--- config.mk ---
export PLATFORM = sky130hd
export DESIGN_NAME = mc_ctrl_unit_flat
export DESIGN_NICKNAME = d
export VERILOG_FILES = /design/src/rtl/mc_ctrl_pkg.sv /design/src/rtl/mc_ctrl_if.sv /design/src/rtl/mc_ctrl_decode.sv /design/src/rtl/mc_ctrl_unit.sv /design/src/flat_wrapper.sv
export SDC_FILE = /design/constraint.sdc
export NUM_CORES = 1
export LEC_CHECK = 0
export ABC_AREA = 1
export CORE_MARGIN = 2
export CORE_UTILIZATION = 35
export DETAILED_ROUTE_END_ITERATION = 8
export PLACE_DENSITY = 0.77
export SLEW_MARGIN = 20
export SYNTH_ARGS = -nofsm -noshare
export SYNTH_HDL_FRONTEND = slang
export SYNTH_HIERARCHICAL = 1
export SYNTH_SLANG_ARGS = --single-unit
--- constraint.sdc ---
create_clock -name clk -period 1.8 [get_ports clk]
set_input_delay 0.54 -clock clk [delete_from_list [all_inputs] [get_ports clk]]
set_output_delay 0.54 -clock clk [all_outputs]
set_load 0.005 [all_outputs]
--- src/rtl/mc_ctrl_pkg.sv ---
// Shared types and encodings for the multi-cycle control unit.
// Holds the FSM states, opcode map, ALU operation codes and trap causes.
package mc_ctrl_pkg;

    typedef enum logic [2:0] {
        ST_FETCH      = 3'd0,
        ST_DECODE     = 3'd1,
        ST_EXECUTE    = 3'd2,
        ST_MEM        = 3'd3,
        ST_WRITE_BACK = 3'd4,
        ST_TRAP       = 3'd5
    } state_t;

    typedef enum logic [2:0] {
        CL_ALU,
        CL_MEM,
        CL_BZ,
        CL_BGZ,
        CL_BLZ,
        CL_JR,
        CL_J,
        CL_CLL
    } op_class_t;

    localparam logic [3:0] OP_OR   = 4'd0;
    localparam logic [3:0] OP_ADD  = 4'd1;
    localparam logic [3:0] OP_SUB  = 4'd2;
    localparam logic [3:0] OP_CMP  = 4'd3;
    localparam logic [3:0] OP_ORI  = 4'd4;
    localparam logic [3:0] OP_ADDI = 4'd5;
    localparam logic [3:0] OP_LW   = 4'd6;
    localparam logic [3:0] OP_SW   = 4'd7;
    localparam logic [3:0] OP_LDW  = 4'd8;
    localparam logic [3:0] OP_SDW  = 4'd9;
    localparam logic [3:0] OP_BZ   = 4'd10;
    localparam logic [3:0] OP_BGZ  = 4'd11;
    localparam logic [3:0] OP_BLZ  = 4'd12;
    localparam logic [3:0] OP_JR   = 4'd13;
    localparam logic [3:0] OP_J    = 4'd14;
    localparam logic [3:0] OP_CLL  = 4'd15;

    localparam logic [1:0] ALU_ADD = 2'b00;
    localparam logic [1:0] ALU_SUB = 2'b01;
    localparam logic [1:0] ALU_OR  = 2'b10;
    localparam logic [1:0] ALU_CMP = 2'b11;

    localparam logic [1:0] CAUSE_NONE        = 2'b00;
    localparam logic [1:0] CAUSE_ODD_REG     = 2'b01;
    localparam logic [1:0] CAUSE_ILLEGAL     = 2'b10;
    localparam logic [1:0] CAUSE_BUS_TIMEOUT = 2'b11;

endpackage

--- src/rtl/mc_ctrl_if.sv ---
// Memory handshake bundle between the control FSM (master) and the data memory port (slave).
interface mc_ctrl_if #(
    parameter int DW_BEATS = 2
);
    localparam int BEAT_W = $clog2(DW_BEATS);

    logic              mem_read;
    logic              mem_write;
    logic              mem_ready;
    logic              stall;
    logic [BEAT_W-1:0] beat_idx;
    logic              second_cycle;

    modport master (
        output mem_read, mem_write, stall, beat_idx, second_cycle,
        input  mem_ready
    );

    modport slave (
        input  mem_read, mem_write, stall, beat_idx, second_cycle,
        output mem_ready
    );

endinterface

--- src/rtl/mc_ctrl_decode.sv ---
// Combinational opcode decoder: classifies the latched opcode and supplies the EXECUTE ALU controls.
module mc_ctrl_decode
    import mc_ctrl_pkg::*;
#(
    parameter int OPCODE_W = 6
) (
    input  logic [OPCODE_W-1:0] opcode,
    output op_class_t           op_class,
    output logic [1:0]          alu_op,
    output logic                alu_src_b,
    output logic                is_mem,
    output logic                is_load,
    output logic                is_dw,
    output logic                illegal
);

    // Only the low nibble selects an operation; any higher bit set makes the opcode illegal.
    assign illegal = (opcode >> 4) != '0;

    always_comb begin
        op_class  = CL_ALU;
        alu_op    = ALU_ADD;
        alu_src_b = 1'b0;
        is_mem    = 1'b0;
        is_load   = 1'b0;
        is_dw     = 1'b0;
        case (opcode[3:0])
            OP_OR:   alu_op = ALU_OR;
            OP_ADD:  alu_op = ALU_ADD;
            OP_SUB:  alu_op = ALU_SUB;
            OP_CMP:  alu_op = ALU_CMP;
            OP_ORI: begin
                alu_op    = ALU_OR;
                alu_src_b = 1'b1;
            end
            OP_ADDI: alu_src_b = 1'b1;
            OP_LW, OP_SW, OP_LDW, OP_SDW: begin
                op_class  = CL_MEM;
                alu_src_b = 1'b1;
                is_mem    = 1'b1;
                is_load   = (opcode[3:0] == OP_LW) || (opcode[3:0] == OP_LDW);
                is_dw     = (opcode[3:0] == OP_LDW) || (opcode[3:0] == OP_SDW);
            end
            OP_BZ: begin
                op_class = CL_BZ;
                alu_op   = ALU_SUB;
            end
            OP_BGZ: begin
                op_class = CL_BGZ;
                alu_op   = ALU_SUB;
            end
            OP_BLZ: begin
                op_class = CL_BLZ;
                alu_op   = ALU_SUB;
            end
            OP_JR:   op_class = CL_JR;
            OP_J:    op_class = CL_J;
            OP_CLL:  op_class = CL_CLL;
            default: ;
        endcase
    end

endmodule

--- src/rtl/mc_ctrl_unit.sv ---
// Multi-cycle control FSM for the simple RISC core, with a timed memory handshake,
// multi-beat double-word transfers and a TRAP state for faults.
module mc_ctrl_unit
    import mc_ctrl_pkg::*;
#(
    parameter int OPCODE_W    = 6,
    parameter int DW_BEATS    = 2,
    parameter int MEM_TIMEOUT = 15
) (
    input  logic                clk,
    input  logic                reset,
    input  logic [OPCODE_W-1:0] opcode,
    input  logic                zero,
    input  logic                positive,
    input  logic                negative,
    input  logic                exception,
    mc_ctrl_if.master           mem,
    output logic                pc_write,
    output logic                reg_read,
    output logic                reg_write,
    output logic                mem_to_reg,
    output logic                reg_write_addr_sel,
    output logic                branch,
    output logic                jump,
    output logic                jr,
    output logic [1:0]          alu_op,
    output logic                alu_src_b,
    output logic                trap,
    output logic [1:0]          trap_cause,
    output logic [2:0]          state
);

    localparam int BEAT_W = $clog2(DW_BEATS);
    localparam int WAIT_W = $clog2(MEM_TIMEOUT + 1);
    localparam logic [BEAT_W-1:0] LAST_BEAT = BEAT_W'(DW_BEATS - 1);
    localparam logic [WAIT_W-1:0] WAIT_LAST = WAIT_W'(MEM_TIMEOUT - 1);

    state_t            cur_state;
    logic [BEAT_W-1:0] beat_cnt;
    logic [WAIT_W-1:0] wait_cnt;
    op_class_t         op_class;
    logic [1:0]        dec_alu_op;
    logic              dec_alu_src_b;
    logic              is_mem;
    logic              is_load;
    logic              is_dw;
    logic              illegal;
    logic              last_beat;

    mc_ctrl_decode #(.OPCODE_W(OPCODE_W)) u_decode (
        .opcode    (opcode),
        .op_class  (op_class),
        .alu_op    (dec_alu_op),
        .alu_src_b (dec_alu_src_b),
        .is_mem    (is_mem),
        .is_load   (is_load),
        .is_dw     (is_dw),
        .illegal   (illegal)
    );

    assign last_beat = !is_dw || (beat_cnt == LAST_BEAT);
    assign state     = cur_state;

    // The timeout check sits below mem_ready so a handshake on the final allowed cycle still completes.
    always_ff @(posedge clk) begin
        if (reset) begin
            cur_state  <= ST_FETCH;
            beat_cnt   <= '0;
            wait_cnt   <= '0;
            trap_cause <= CAUSE_NONE;
        end else begin
            case (cur_state)
                ST_FETCH: cur_state <= ST_DECODE;
                ST_DECODE: begin
                    if (illegal) begin
                        cur_state  <= ST_TRAP;
                        trap_cause <= CAUSE_ILLEGAL;
                    end else if (exception && is_dw) begin
                        cur_state  <= ST_TRAP;
                        trap_cause <= CAUSE_ODD_REG;
                    end else begin
                        cur_state <= ST_EXECUTE;
                    end
                end
                ST_EXECUTE: begin
                    if (is_mem) begin
                        cur_state <= ST_MEM;
                    end else if (op_class == CL_ALU || op_class == CL_CLL) begin
                        cur_state <= ST_WRITE_BACK;
                    end else begin
                        cur_state <= ST_FETCH;
                    end
                end
                ST_MEM: begin
                    if (mem.mem_ready) begin
                        wait_cnt <= '0;
                        if (is_load) begin
                            cur_state <= ST_WRITE_BACK;
                        end else if (last_beat) begin
                            cur_state <= ST_FETCH;
                            beat_cnt  <= '0;
                        end else begin
                            beat_cnt <= beat_cnt + 1'b1;
                        end
                    end else if (wait_cnt == WAIT_LAST) begin
                        cur_state  <= ST_TRAP;
                        trap_cause <= CAUSE_BUS_TIMEOUT;
                    end else begin
                        wait_cnt <= wait_cnt + 1'b1;
                    end
                end
                ST_WRITE_BACK: begin
                    if (is_load && !last_beat) begin
                        cur_state <= ST_MEM;
                        beat_cnt  <= beat_cnt + 1'b1;
                    end else begin
                        cur_state <= ST_FETCH;
                        beat_cnt  <= '0;
                    end
                end
                default: begin
                    cur_state <= ST_FETCH;
                    beat_cnt  <= '0;
                    wait_cnt  <= '0;
                end
            endcase
        end
    end

    // Reset masks every enable at once so an in-flight memory access drops in the same cycle.
    always_comb begin
        pc_write           = 1'b0;
        reg_read           = 1'b0;
        reg_write          = 1'b0;
        mem_to_reg         = 1'b0;
        reg_write_addr_sel = 1'b0;
        branch             = 1'b0;
        jump               = 1'b0;
        jr                 = 1'b0;
        alu_op             = ALU_ADD;
        alu_src_b          = 1'b0;
        trap               = 1'b0;
        mem.mem_read       = 1'b0;
        mem.mem_write      = 1'b0;
        mem.stall          = 1'b0;
        mem.beat_idx       = '0;
        mem.second_cycle   = 1'b0;
        if (!reset) begin
            mem.beat_idx     = beat_cnt;
            mem.second_cycle = beat_cnt != '0;
            case (cur_state)
                ST_FETCH:  pc_write = 1'b1;
                ST_DECODE: reg_read = 1'b1;
                ST_EXECUTE: begin
                    alu_op    = dec_alu_op;
                    alu_src_b = dec_alu_src_b;
                    case (op_class)
                        CL_BZ: begin
                            branch   = zero;
                            pc_write = zero;
                        end
                        CL_BGZ: begin
                            branch   = positive;
                            pc_write = positive;
                        end
                        CL_BLZ: begin
                            branch   = negative;
                            pc_write = negative;
                        end
                        CL_JR: begin
                            pc_write = 1'b1;
                            jr       = 1'b1;
                        end
                        CL_J, CL_CLL: begin
                            pc_write = 1'b1;
                            jump     = 1'b1;
                        end
                        default: ;
                    endcase
                end
                ST_MEM: begin
                    mem.mem_read  = is_load;
                    mem.mem_write = !is_load;
                    mem.stall     = !mem.mem_ready;
                end
                ST_WRITE_BACK: begin
                    reg_write          = 1'b1;
                    mem_to_reg         = is_load;
                    reg_write_addr_sel = (op_class == CL_CLL);
                end
                ST_TRAP: begin
                    trap     = 1'b1;
                    pc_write = 1'b1;
                    jump     = 1'b1;
                end
                default: ;
            endcase
        end
    end

endmodule

--- src/flat_wrapper.sv ---
// flat-port wrapper written by rule: the top's interface ports become plain ports
module mc_ctrl_unit_flat import mc_ctrl_pkg::*;
#(
    parameter int OPCODE_W    = 6,
    parameter int DW_BEATS    = 2,
    parameter int MEM_TIMEOUT = 15
)
  (clk, reset, opcode, zero, positive, negative, exception, pc_write, reg_read, reg_write, mem_to_reg, reg_write_addr_sel, branch, jump, jr, alu_op, alu_src_b, trap, trap_cause, state, mem_mem_read, mem_mem_write, mem_stall, mem_beat_idx, mem_second_cycle, mem_mem_ready);
  mc_ctrl_if #(.DW_BEATS(DW_BEATS)) mem_i ();
  input  logic clk;
  input  logic reset;
  input  logic [OPCODE_W-1:0] opcode;
  input  logic zero;
  input  logic positive;
  input  logic negative;
  input  logic exception;
  output logic pc_write;
  output logic reg_read;
  output logic reg_write;
  output logic mem_to_reg;
  output logic reg_write_addr_sel;
  output logic branch;
  output logic jump;
  output logic jr;
  output logic [1:0] alu_op;
  output logic alu_src_b;
  output logic trap;
  output logic [1:0] trap_cause;
  output logic [2:0] state;
  output wire logic [$bits(mem_i.mem_read)-1:0] mem_mem_read;
  output wire logic [$bits(mem_i.mem_write)-1:0] mem_mem_write;
  output wire logic [$bits(mem_i.stall)-1:0] mem_stall;
  output wire logic [$bits(mem_i.beat_idx)-1:0] mem_beat_idx;
  output wire logic [$bits(mem_i.second_cycle)-1:0] mem_second_cycle;
  input wire logic [$bits(mem_i.mem_ready)-1:0] mem_mem_ready;
  assign mem_mem_read = mem_i.mem_read;
  assign mem_mem_write = mem_i.mem_write;
  assign mem_stall = mem_i.stall;
  assign mem_beat_idx = mem_i.beat_idx;
  assign mem_second_cycle = mem_i.second_cycle;
  assign mem_i.mem_ready = mem_mem_ready;
  mc_ctrl_unit #(.OPCODE_W(OPCODE_W), .DW_BEATS(DW_BEATS), .MEM_TIMEOUT(MEM_TIMEOUT)) u_core (.clk(clk), .reset(reset), .opcode(opcode), .zero(zero), .positive(positive), .negative(negative), .exception(exception), .mem(mem_i), .pc_write(pc_write), .reg_read(reg_read), .reg_write(reg_write), .mem_to_reg(mem_to_reg), .reg_write_addr_sel(reg_write_addr_sel), .branch(branch), .jump(jump), .jr(jr), .alu_op(alu_op), .alu_src_b(alu_src_b), .trap(trap), .trap_cause(trap_cause), .state(state));
endmodule
# Word-level counts from Yosys, hierarchy flattened
# Index checks and enable logic that the tools add are counted.
[word_totals]
ff_bits = 10
output_inout_bits = 22
ram_bits = 0
wordCells = 132
latch_bits = 0
in_bits = 13
rom_bits = 0
memories = 0
[op_classes]
n_lt_le_gt_ge = 0
n_mul = 0
n_shift = 0
reduce_logical = 28
bitwise_logic = 2
muxes = 62
n_eq_ne = 34
n_addsub = 2
div = 0
[op_table]
columns = ["op", "n"]
rows = [
  ["4-bit == test (second input constant)", 9],
  ["1-bit 2-to-1 mux", 35],
  ["3-bit 2-to-1 mux", 8],
  ["3-bit case mux with 7 select lines", 1],
  ["3-bit == test (second input constant)", 6],
  ["4-bit by 3-bit == test with 1-bit output (second input constant)", 4],
  ["3-bit case mux with 5 select lines", 1],
  ["2-bit 2-to-1 mux", 7],
  ["3-bit by 2-bit == test with 1-bit output (second input constant)", 4],
  ["4-bit OR reduction", 3],
  ["4-bit by 2-bit == test with 1-bit output (second input constant)", 2],
  ["4-bit 2-to-1 mux", 2],
  ["4-bit case mux with 2 select lines", 1],
  ["3-bit zero test", 2],
  ["2-bit inequality test (second input constant)", 3],
  ["1-bit case mux with 3 select lines", 2],
  ["2-bit case mux with 3 select lines", 1],
  ["6-bit nonzero test", 1],
  ["2-bit OR reduction", 3],
  ["3-bit OR reduction", 2],
  ["6-bit OR reduction", 1],
  ["4-bit by 1-bit adder with 4-bit output (second input constant)", 1],
  ["1-bit zero test", 4],
  ["4-bit zero test", 1],
  ["17 further kinds", 24],
]

# Depth between registers and ports, before layout
[depth]
ltp_word = 9
mapped_depth = 12
ltp_nobuf = 11

# Modules after synthesis
# Netlist, hierarchy kept.
[by_module_without_submodules]
columns = ["module", "cells_each", "seq_area_each_um2", "area_each_um2", "instances"]
rows = [
  ["mc_ctrl_unit", 154, 200.2, 885.8, 1],
  ["mc_ctrl_decode", 29, 0.0, 135.1, 1],
]

# Worst setup path before layout
# OpenSTA, ideal clock, no wires.
[synth_timing]
path_type = "input port to output port"
start = "in opcode[3]"
end = "out pc_write"
required_ps = 1260
path_stages = 10
setup_slack_ps = -51
arrival_time_ps = 1311
path_buffers = 1
path_cell_list = "buf_6 inv_2 nand3_1 nand3_1 nand2_1 inv_1 nand3_1 nand3_1 nand2_1 a21oi_1"
[synth_via]
elab_chain_cells = 8
word_cells_on_any_way = 22
cone_classes = "16 x eq/ne; 4 x mux; 2 x reduce/logical"
[synth_rtl]
columns = ["item", "line_no", "source"]
rows = [
  ["start: declaration", "flat_wrapper.sv:12", "input logic [OPCODE_W-1:0] opcode;"],
  ["4-bit by 3-bit == test with 1-bit output / 4-bit == test (equally long branches)", "mc_ctrl_decode.sv:27", "case (opcode[3:0])"],
  ["4-bit OR reduction", "--", ""],
  ["3-bit case mux with 7 select lines (*)", "mc_ctrl_decode.sv:27", ""],
  ["net u_core.op_class[0]", "mc_ctrl_unit.sv:41", "op_class_t op_class;"],
  ["3-bit == test", "mc_ctrl_unit.sv:157", "case (op_class)"],
  ["3-bit OR reduction (no line)", "--", ""],
  ["1-bit case mux with 4 select lines (*)", "mc_ctrl_unit.sv:157", ""],
  ["1-bit case mux with 2 select lines (*)", "mc_ctrl_unit.sv:151", "case (cur_state)"],
  ["1-bit 2-to-1 mux (*)", "mc_ctrl_unit.sv:148", "if (!reset) begin"],
  ["end: declaration", "flat_wrapper.sv:17", "output logic pc_write;"],
]
# Mark *: on every way through the listed nets, which the timed path passes. The rest lies on a longest branch.

# Final worst setup path
[layout_timing]
start = "in opcode[1]"
end = "out pc_write"
# The elaborated chain is that of the path after synthesis.

==> impl_results.rst <==
.. list-table::
   :header-rows: 1

   * - Metric
     - Value
   * - TritonCTS sink count
     - 10
   * - Synthesized netlist cell count
     - 183
   * - Detailed placement HPWL
     - 2400 um
   * - Leakage power figure
     - 0.975 nW
   * - Leading register cell type out of synthesis
     - dfxtp_1
   * - Post-route total power
     - 0.000807 W
   * - Boundary pin count
     - 35
   * - Ant. Diodes
     - 0
   * - Number of synthesized flops with an enable pin
     - 0
   * - Clock share of power
     - 0.185
   * - Commonest cells after routing, fill and taps aside
     - buf_4, nand2_1, nor2_1
   * - Net count after synthesis
     - 198
   * - Number of distinct library cell variants in the gate-level netlist after synthesis
     - 27
   * - H-tree levels
     - 1
   * - Commonest non-fill, non-tap cell in the layout
     - buf_4
   * - Post-route antenna net violation count
     - 0
   * - Classification of the worst-slack hold path
     - reg -> reg
   * - Filler-free cell count of the finished design
     - 294
   * - Congestion Overflow GR
     - 0
   * - Portion of the post-synthesis area used by sequential elements
     - 0.196
   * - Cell area after synthesis
     - 0.00102 mm^2
   * - Final Routed Wirelength
     - 3520 um
   * - Worst Hold Depth
     - 2
   * - Vertical die dimension
     - 58.0 um
   * - Critical R2R Launch
     - u_core/state[1]
   * - Fraction of final layout cells sized beyond drive strength 1
     - 0.506
   * - Switch share
     - 0.360
   * - Syn_area_per_cell
     - 5.58 um^2
   * - Startpoint-to-endpoint class of the critical path
     - in -> out
   * - Pin count of the biggest net entering global routing
     - 9
   * - Final hold violation count
     - 0
   * - Endpoint, Worst Hold
     - u_core/trap_cause[0]
   * - DP Cell Count
     - 278
   * - Flip-flop and latch count after synthesis
     - 10
   * - Number of DRC markers after the initial detailed-route iteration
     - 44
   * - Clock Tree Buf Depth
     - 2
   * - Worst reg2reg setup slack
     - 0.39 ns
   * - PortBufs
     - 34
   * - Launching instance or port of the critical path
     - opcode[1]
   * - Die area
     - 0.00337 mm^2
   * - Final Core Density
     - 0.688
   * - Required @ worst endpoint
     - 1.26 ns
   * - Avg Vias per Cell
     - 4.94
   * - FP Rows
     - 19
   * - Final setup vio count
     - 10
   * - Combinational share of power
     - 0.498
   * - Detail-routed net length per standard cell
     - 12.0 um
   * - Fraction of synthesis flops using an asynchronous set or reset pin
     - 0
   * - Clock slew seen by the registers of the worst setup and hold paths
     - 0.06 ns
   * - Period utilization
     - 1.10
   * - Total power divided by cell area
     - 425 mW/mm^2
   * - Final RePlAce weighted congestion
     - 0.870
   * - Max transition margin
     - 0.802
   * - Vias in the first global route
     - 1,302
   * - Number of violations of the max-capacitance limit
     - 0
   * - Placeable core region
     - 0.00276 mm^2
   * - First-pass iteration count of the detailed router
     - 4
   * - Time the final worst path needs with I/O delays and setup
     - 1.99 ns
   * - Total GRT Usage
     - 0.205
   * - Status
     - finished with violations
   * - Beginning of the worst hold path
     - u_core/trap_cause[0]
   * - R2R cell count
     - 9
   * - Max Slew Vio Count
     - 0
   * - Internal portion of total power
     - 0.000516 W
   * - Slew at the pin with the worst max-slew slack
     - 0.293 ns
   * - Initial antenna violation count
     - 0
   * - DRC violation count after routing
     - 0
   * - Total placed instance area
     - 0.00164 mm^2
   * - RR Endpoint
     - u_core/trap_cause[0]
   * - Die Wd
     - 58.0 um
   * - Clock latency of the later-clocked register in the worst-skew pair
     - 0.27 ns
   * - Post-layout nets
     - 280
   * - Final worst slack
     - -0.189 ns
   * - Critical path fanouts, max
     - 5
   * - Element type at the critical path end
     - primary output
   * - Startpoint types
     - primary input
   * - Overall via count from detail_route
     - 1,451
   * - Worst-case setup slack after placement
     - -1.14 ns
   * - Part of the power in registers
     - 0.317
   * - Unrepaired setup endpoints after global routing
     - true
   * - Num CTS Buffers
     - 3
   * - Clk_skew
     - 0.0110 ns
   * - Failing checks
     - setup timing
   * - Maximum frequency from static timing analysis
     - 0.503 GHz
   * - IR Drop Worst-Case VDD
     - 359 uV
   * - Data arrival time of the critical path
     - 1.45 ns
   * - Count of synthesis-stage warnings from yosys
     - 6
   * - Cell area after layout
     - 0.00190 mm^2
   * - Clock tree root buffer cell
     - clkbuf_4
   * - Layout-stage area growth over the synthesis result
     - 85.9%
   * - Sw Pwr
     - 0.000291 W
   * - Global-route wire length before repair
     - 5440 um
   * - Starting utilization of the core area
     - 0.370
   * - CTS tree
     - done
-- worst max-delay path: stages --
cell	delay (ns)
buf_12	0.09
inv_4	0.03
nand3_2	0.07
nand3_2	0.08
inv_2	0.08
nand2_2	0.06
o21bai_1	0.16
nand3_2	0.10
nand2_2	0.07
a21oi_2	0.04
buf_2	0.12
-- registers in the layout, summed over array words and instances, names as in the netlist --
| signal | count |
|---|---|
| u_core/wait_cnt | 4 |
| u_core/state | 3 |
| u_core/trap_cause | 2 |
| u_core/beat_cnt | 1 |
-- worst max path at each step --
stage	endpoint
after floorplan	pc_write
after global placement	pc_write
after detailed placement	pc_write
after CTS	pc_write
after global routing	pc_write
final	pc_write
-- Yosys cell counts (2+ instances only) --
| cell | number | share of area |
|---|---|---|
| nor2_2 | 3 | 0.018 |
| nand3_2 | 3 | 0.029 |
| ha_1 | 2 | 0.025 |
| inv_1 | 30 | 0.11 |
| nor2_1 | 34 | 0.12 |
| dfxtp_1 | 10 | 0.20 |
| a21oi_2 | 2 | 0.017 |
| nand4_1 | 5 | 0.031 |
| nand2_1 | 39 | 0.14 |
| a21oi_1 | 9 | 0.044 |
| nor3_1 | 4 | 0.020 |
| o21ai_0 | 5 | 0.025 |
| o21ai_1 | 3 | 0.015 |
| inv_2 | 5 | 0.018 |
| nand3_1 | 15 | 0.074 |
| nand2_2 | 3 | 0.018 |
-- cell type report --
class                           count  area [um^2]
Inverter                           35          141
Sequential cell                    10          206
Multi-Input combinational cell    135          828
Timing Repair Buffer               80          661
Clock buffer                        3         22.5
Fill cell                         230          860
Tap cell                           31         38.8
-- power groups by stage --
stage               Clock, W  Sequential [W]  Combinational, W
finish              0.000149        0.000256          0.000402
detailed placement         0        0.000258          0.000320
global placement           0        0.000258          0.000316
CTS                 0.000157        0.000254          0.000365
floorplan                  0        0.000265          0.000149
global route        0.000165        0.000259          0.000436
-- what timing repair did --
item / 4_1_cts / 5_1_grt
pin swaps: 23 / 19
setup buffers: 10 / 3
hold buffers: 0 / 0
resized for setup: 136 / 31
setup endpoints to repair: 23 / 18
-- cell families (layout without fill, tap and decap cells) --
group,Yosys count,in the layout,synth area share
buf+inv,38,118,0.151
simple gates,111,111,0.499
fa+ha+maj,2,2,0.0245
flops,10,10,0.196
compound gates,22,22,0.130
-- per-stage QoR --
stage	hold slack, ns	setup TNS [ns]
2_1_floorplan	0.460	-0.0179
3_5_place_dp	0.464	-16.44
4_1_cts	0.488	-0.711
3_3_place_gp	0.469	-15.98
5_1_grt	0.513	-1.99
6_report	0.482	-1.23
-- metal layers --
layer	global-route usage	part of all wire	vias up
met2	0.377	0.53	45
met4	0.0565	0.013	0
li1	-	-	736
met5	0	0	-
met1	0.240	0.41	664
met3	0.0424	0.053	6
(Power assumes the default switching activity.)
